===== src/rtl/wb_regfile.sv =====
// wb_regfile: write-back latch plus 32x32 register file with two forwarding read ports.
// Ports: clk/rst_n, stall/flush, w_reg_*_in from execute, r1/r2 read ports, wb_reg_*_out latch.
module wb_regfile #(
    parameter int REG_ADDR_WIDTH = 5,
    parameter int REG_DATA_WIDTH = 32,
    parameter int REG_NUM        = 32
) (
    input  logic                      clk,
    input  logic                      rst_n,
    input  logic                      stall,
    input  logic                      flush,
    input  logic [REG_ADDR_WIDTH-1:0] w_reg_addr_in,
    input  logic [REG_DATA_WIDTH-1:0] w_reg_data_in,
    input  logic                      w_reg_en_in,
    input  logic                      r1_en,
    input  logic [REG_ADDR_WIDTH-1:0] r1_addr,
    input  logic                      r2_en,
    input  logic [REG_ADDR_WIDTH-1:0] r2_addr,
    output logic [REG_DATA_WIDTH-1:0] r1_data,
    output logic [REG_DATA_WIDTH-1:0] r2_data,
    output logic [REG_ADDR_WIDTH-1:0] wb_reg_addr_out,
    output logic [REG_DATA_WIDTH-1:0] wb_reg_data_out,
    output logic                      wb_reg_en_out
);

    logic [REG_ADDR_WIDTH-1:0] wb_addr_q, wb_addr_d;
    logic [REG_DATA_WIDTH-1:0] wb_data_q, wb_data_d;
    logic                      wb_en_q, wb_en_d;
    logic [REG_DATA_WIDTH-1:0] regs_q [REG_NUM];

    // Flush only kills the enable; address/data are don't-care once invalid.
    always_comb begin
        wb_addr_d = wb_addr_q;
        wb_data_d = wb_data_q;
        wb_en_d   = wb_en_q;
        if (flush) begin
            wb_en_d = 1'b0;
        end else if (!stall) begin
            wb_addr_d = w_reg_addr_in;
            wb_data_d = w_reg_data_in;
            wb_en_d   = w_reg_en_in;
        end
    end

    always_ff @(posedge clk or negedge rst_n) begin
        if (!rst_n) begin
            wb_addr_q <= '0;
            wb_data_q <= '0;
            wb_en_q   <= 1'b0;
        end else begin
            wb_addr_q <= wb_addr_d;
            wb_data_q <= wb_data_d;
            wb_en_q   <= wb_en_d;
        end
    end

    // Commit ignores stall: a held entry rewrites the same value, which is harmless.
    always_ff @(posedge clk or negedge rst_n) begin
        if (!rst_n) begin
            for (int i = 0; i < REG_NUM; i++) begin
                regs_q[i] <= '0;
            end
        end else if (wb_en_q && (wb_addr_q != '0)) begin
            regs_q[wb_addr_q] <= wb_data_q;
        end
    end

    // Newest producer wins: execute result, then latched write-back, then array.
    function automatic logic [REG_DATA_WIDTH-1:0] rd_sel(
        input logic                      en,
        input logic [REG_ADDR_WIDTH-1:0] addr,
        input logic [REG_DATA_WIDTH-1:0] arr
    );
        logic [REG_DATA_WIDTH-1:0] v;
        v = arr;
        if (!en || (addr == '0)) begin
            v = '0;
        end else if (w_reg_en_in && (w_reg_addr_in == addr)) begin
            v = w_reg_data_in;
        end else if (wb_en_q && (wb_addr_q == addr)) begin
            v = wb_data_q;
        end
        return v;
    endfunction

    always_comb begin
        r1_data = rd_sel(r1_en, r1_addr, regs_q[r1_addr]);
    end

    always_comb begin
        r2_data = rd_sel(r2_en, r2_addr, regs_q[r2_addr]);
    end

    assign wb_reg_addr_out = wb_addr_q;
    assign wb_reg_data_out = wb_data_q;
    assign wb_reg_en_out   = wb_en_q;

endmodule


===== config.mk =====
export PLATFORM = sky130hd
export DESIGN_NAME = wb_regfile
export DESIGN_NICKNAME = d
export VERILOG_FILES = /design/src/rtl/wb_regfile.sv
export SDC_FILE = /design/constraint.sdc
export NUM_CORES = 2
export LEC_CHECK = 0
export CAP_MARGIN = 25
export CORE_ASPECT_RATIO = 1.2
export CORE_MARGIN = 5
export CORE_UTILIZATION = 57
export CTS_CLUSTER_DIAMETER = 120
export DETAILED_ROUTE_END_ITERATION = 8
export PLACE_DENSITY = 0.75
export RECOVER_POWER = 25
export SYNTH_ARGS = -nofsm -noshare
export SYNTH_HDL_FRONTEND = slang
export SYNTH_SLANG_ARGS = --single-unit

===== constraint.sdc =====
create_clock -name clk -period 2.55 [get_ports clk]
set_input_delay 0.255 -clock clk [delete_from_list [all_inputs] [get_ports clk]]
set_output_delay 0.255 -clock clk [all_outputs]
set_load 0.005 [all_outputs]

==> flow_metrics.tcl <==
set metrics [dict create \
    setup_violations 64 \
    global_route.usage.met1_pct 49.26 \
    timing_worst_setup_path_type "register to output port" \
    floorplan.die.width_um 297.9 \
    fin_tns_setup_ns -31.66 \
    placement_rows 126 \
    setup.worst_path.start_class "register" \
    final_clock_skew_ns 0.02817 \
    clock-root-buffer "sky130_fd_sc_hd__clkbuf_16" \
    critPathMostFrequentCell "sky130_fd_sc_hd__buf_6" \
    slew_viol_final 0 \
    antenna_found_initial 4 \
    routed_wirelength_um 208800 \
    avgSynthCellArea_um2 13.17 \
    grt_max_degree 105 \
    timing.critical_path.max_delay_family "buffers and inverters" \
    yosys.area.top_type "sky130_fd_sc_hd__dfrtp_1" \
    grt_first_pass_wirelength_um 304800 \
    area_growth_syn_to_layout_pct 21.43 \
    worst_path_largest_cell_delay_ns 0.46 \
    warnings_from_yosys 0 \
    clock_path_buffers 3 \
    busiest_layer "met2" \
    netlist_area_um2 56670 \
    layout.cells.most_common "sky130_fd_sc_hd__dfrtp_1" \
    drc_errors 0 \
    slew_headroom_pct 12.59 \
    portBuffers 155 \
    dr_total_vias 44660 \
    hpwl_um 129200 \
    failed_checks "negative hold slack, negative setup slack" \
    cts_made_buffers 106 \
    die_h_um 355.4 \
    hp-class "input port to register" \
    timing.fmax_mhz 319.1 \
    crit_arrival_ns 2.88 \
    initialDrtViolationCount 6330 \
    groute.usage.overall_pct 38.59 \
    worst_skew_pair.late_latency_ns 0.70 \
    power_leakage_nw 31.16 \
    cts_htree_levels 3 \
    layout_common_cells "sky130_fd_sc_hd__dfrtp_1 (1,057), sky130_fd_sc_hd__mux2_2 (810), sky130_fd_sc_hd__buf_4 (422)" \
    final_critical_period_ns 3.134 \
    rsz0062_at_grt "yes" \
    grt_pass1_vias 45780 \
    yosys_register_bits 1062 \
    ir_worst_vdd_mv 0.5445 \
    run_status "complete, but fails checks" \
    required_arrival_time_at_the_worst_endpoint_ns 2.30 \
    detail_route.wl_per_cell_um 34.42 \
    synth-async-reset-ratio_pct 100.0 \
    final_hold_viol_count 1 \
    synth_enable_flop_cells 0 \
    synth.area.top_cells "sky130_fd_sc_hd__dfrtp_1 (47%), sky130_fd_sc_hd__mux2_2 (16%), sky130_fd_sc_hd__mux4_2 (14%)" \
    slowest_stage "sky130_fd_sc_hd__dfrtp_2" \
    ordered_list_of_cells_on_the_worst_path "xnor2_2 -> nand4_1 -> buf_4 -> nor2_4 -> buf_12 -> buf_6 -> nor4_2 -> a2111oi_4 -> buf_2 -> buf_6 -> buf_6" \
    postSynthCellCount 4302 \
    drv.max_cap_violation_count 0 \
    syn_nets 4356 \
    num-nets-final 4750 \
    worst_setup_path_end_kind "output port" \
    seq_area_frac_synth_pct 46.89 \
    clkSinkCount 1062 \
    global_route_met3_usage_pct 12.31 \
    drtAntennaViolNets 0 \
    postLayoutSetupSlackWorst_ns -0.5843 \
    critical_path.max_fanout 4 \
    globalRoute.totalOverflow 0 \
    dr.pass1.iters 7 \
    routed_via_density 7.362 \
    layout-drive-gt1-share_pct 46.19 \
    critical_path.n_buffers_inverters 6 \
    gp_congestion 0.9255 \
    gr-usage-met2_pct 57.83 \
    tritoncts_clock_tree "yes" \
    core_area_um2 98530 \
    cellPowerDensity_nw_per_um2 735.8 \
    synth_ff_type "sky130_fd_sc_hd__dfrtp_1" \
    floorplan.initialDensity_pct 57.52 \
    final.period_utilization_pct 122.9 \
    post_synth_top_area_share_pct 46.89 \
    top_level_ports 156 \
    area_enclosed_by_the_die_boundary_um2 105900 \
    whs_ns -0.005913 \
    clk_pin_slew_ns 0.06 \
    synthDistinctLibCells 55 \
    worst_slew_pin_slew_ns 1.311 \
    power.total_mw 50.64 \
]
sequential cells by signal (all words and copies together), names as in the netlist:
name,flops
wb_reg_data_out,32
wb_reg_addr_out,5
wb_reg_en_out,1
regs_q,1024
final timing paths:
path	startpoint	to	slack (ns)	cells past startpoint
max	wb_reg_addr_out[3]	r2_data[27]	-0.58	11
min	w_reg_addr_in[1]	wb_reg_addr_out[1]	-0.006	3
max reg2reg	wb_reg_addr_out[1]	regs_q[228]	0.07	6
min reg2reg	regs_q[1018]	regs_q[1018]	0.40	0
max in group asynchronous	rst_n	regs_q[637]	0.20	4
min in group asynchronous	rst_n	regs_q[240]	0.35	2
area by class of cell:
class / count / area [µm²]
fillers: 6367 / 29710
inverters: 18 / 67.56
diodes: 4 / 10.01
clock buffers: 153 / 3039
well taps: 1280 / 1602
flip-flops and latches: 1062 / 26580
multi-input cells: 2741 / 29260
repair buffers: 767 / 7766
clock inverters: 41 / 496.7
synthesized netlist by cell type, types with 6 or more instances:
| cell type | instances |
|---|---|
| sky130_fd_sc_hd__inv_1 | 17 |
| sky130_fd_sc_hd__a22o_1 | 18 |
| sky130_fd_sc_hd__a2111oi_0 | 25 |
| sky130_fd_sc_hd__a21oi_1 | 69 |
| sky130_fd_sc_hd__buf_6 | 14 |
| sky130_fd_sc_hd__a221oi_1 | 51 |
| sky130_fd_sc_hd__o2111ai_1 | 10 |
| sky130_fd_sc_hd__mux2i_1 | 348 |
| sky130_fd_sc_hd__a21o_1 | 8 |
| sky130_fd_sc_hd__mux4_2 | 360 |
| sky130_fd_sc_hd__buf_1 | 12 |
| sky130_fd_sc_hd__nand3b_1 | 6 |
| sky130_fd_sc_hd__clkbuf_1 | 305 |
| sky130_fd_sc_hd__buf_4 | 51 |
| sky130_fd_sc_hd__a22oi_1 | 42 |
| sky130_fd_sc_hd__nand2_1 | 319 |
| sky130_fd_sc_hd__buf_2 | 97 |
| sky130_fd_sc_hd__dfrtp_1 | 1062 |
| sky130_fd_sc_hd__a211oi_1 | 15 |
| sky130_fd_sc_hd__nor3_1 | 9 |
| sky130_fd_sc_hd__nor2b_1 | 14 |
| sky130_fd_sc_hd__and2_1 | 7 |
| sky130_fd_sc_hd__xor2_1 | 8 |
| sky130_fd_sc_hd__o221ai_1 | 78 |
| sky130_fd_sc_hd__nor4_1 | 12 |
| sky130_fd_sc_hd__o22ai_1 | 59 |
| sky130_fd_sc_hd__o21ai_0 | 302 |
| sky130_fd_sc_hd__mux2_2 | 812 |
| sky130_fd_sc_hd__xnor2_1 | 12 |
| sky130_fd_sc_hd__nor2_1 | 48 |
| sky130_fd_sc_hd__o211ai_1 | 9 |
| sky130_fd_sc_hd__a211o_1 | 30 |
| sky130_fd_sc_hd__o32ai_1 | 29 |
metrics by stage:
| step | setup slack, ns | utilization (%) | instance area (µm²) | cells |
|---|---|---|---|---|
| after floorplan | 0.2956 | - | 56670 | 4302 |
| after global placement | -1.432 | 64.79 | 63840 | 5822 |
| after detailed placement | -1.212 | 64.80 | 63850 | 5824 |
| after CTS | -0.6340 | 69.53 | 68510 | 6055 |
| after global routing | -0.6173 | 69.83 | 68810 | 6062 |
| final | -0.5843 | 69.84 | 68820 | 6066 |
kinds of logic after synthesis:
kind of cell	synth area share, %
and+or+nand+nor	3.329
buffers and inverters	4.047
DFF	46.89
xor gates and xnor gates	0.3091
AOI/OAI and AO/OA	8.837
muxes	36.59
power by group:
group	leakage, nW	internal, mW	total [mW]	switching (mW)
combinational	15.0	6.32	11.7	5.35
clock	1.75	9.28	16.2	6.92
sequential	14.4	20.1	22.8	2.70
total	31.2	35.7	50.6	15.0
what timing repair did:
action | CTS | global route
gates cloned | 4 | 2
buffers inserted | 41 | 11
pin swaps | 50 | 48
hold endpoints to repair | 474 | 0
setup endpoints to repair | 65 | 65
hold buffers | 1 | 0
gates resized for setup | 420 | 82
worst min-delay path: cells and delay by family:
kind,cells,cell delay (ns)
buffers and inverters,2,0.26
multiplexers,1,0.14
metal layers:
metal | wire length [µm] | part of all wire, %
met3 | 28000 | 13
met4 | 15360 | 7.4
met1 | 72610 | 35
met2 | 92810 | 44
met5 | 16 | 0.0077
No activity file was read; power rests on OpenSTA's default activity.
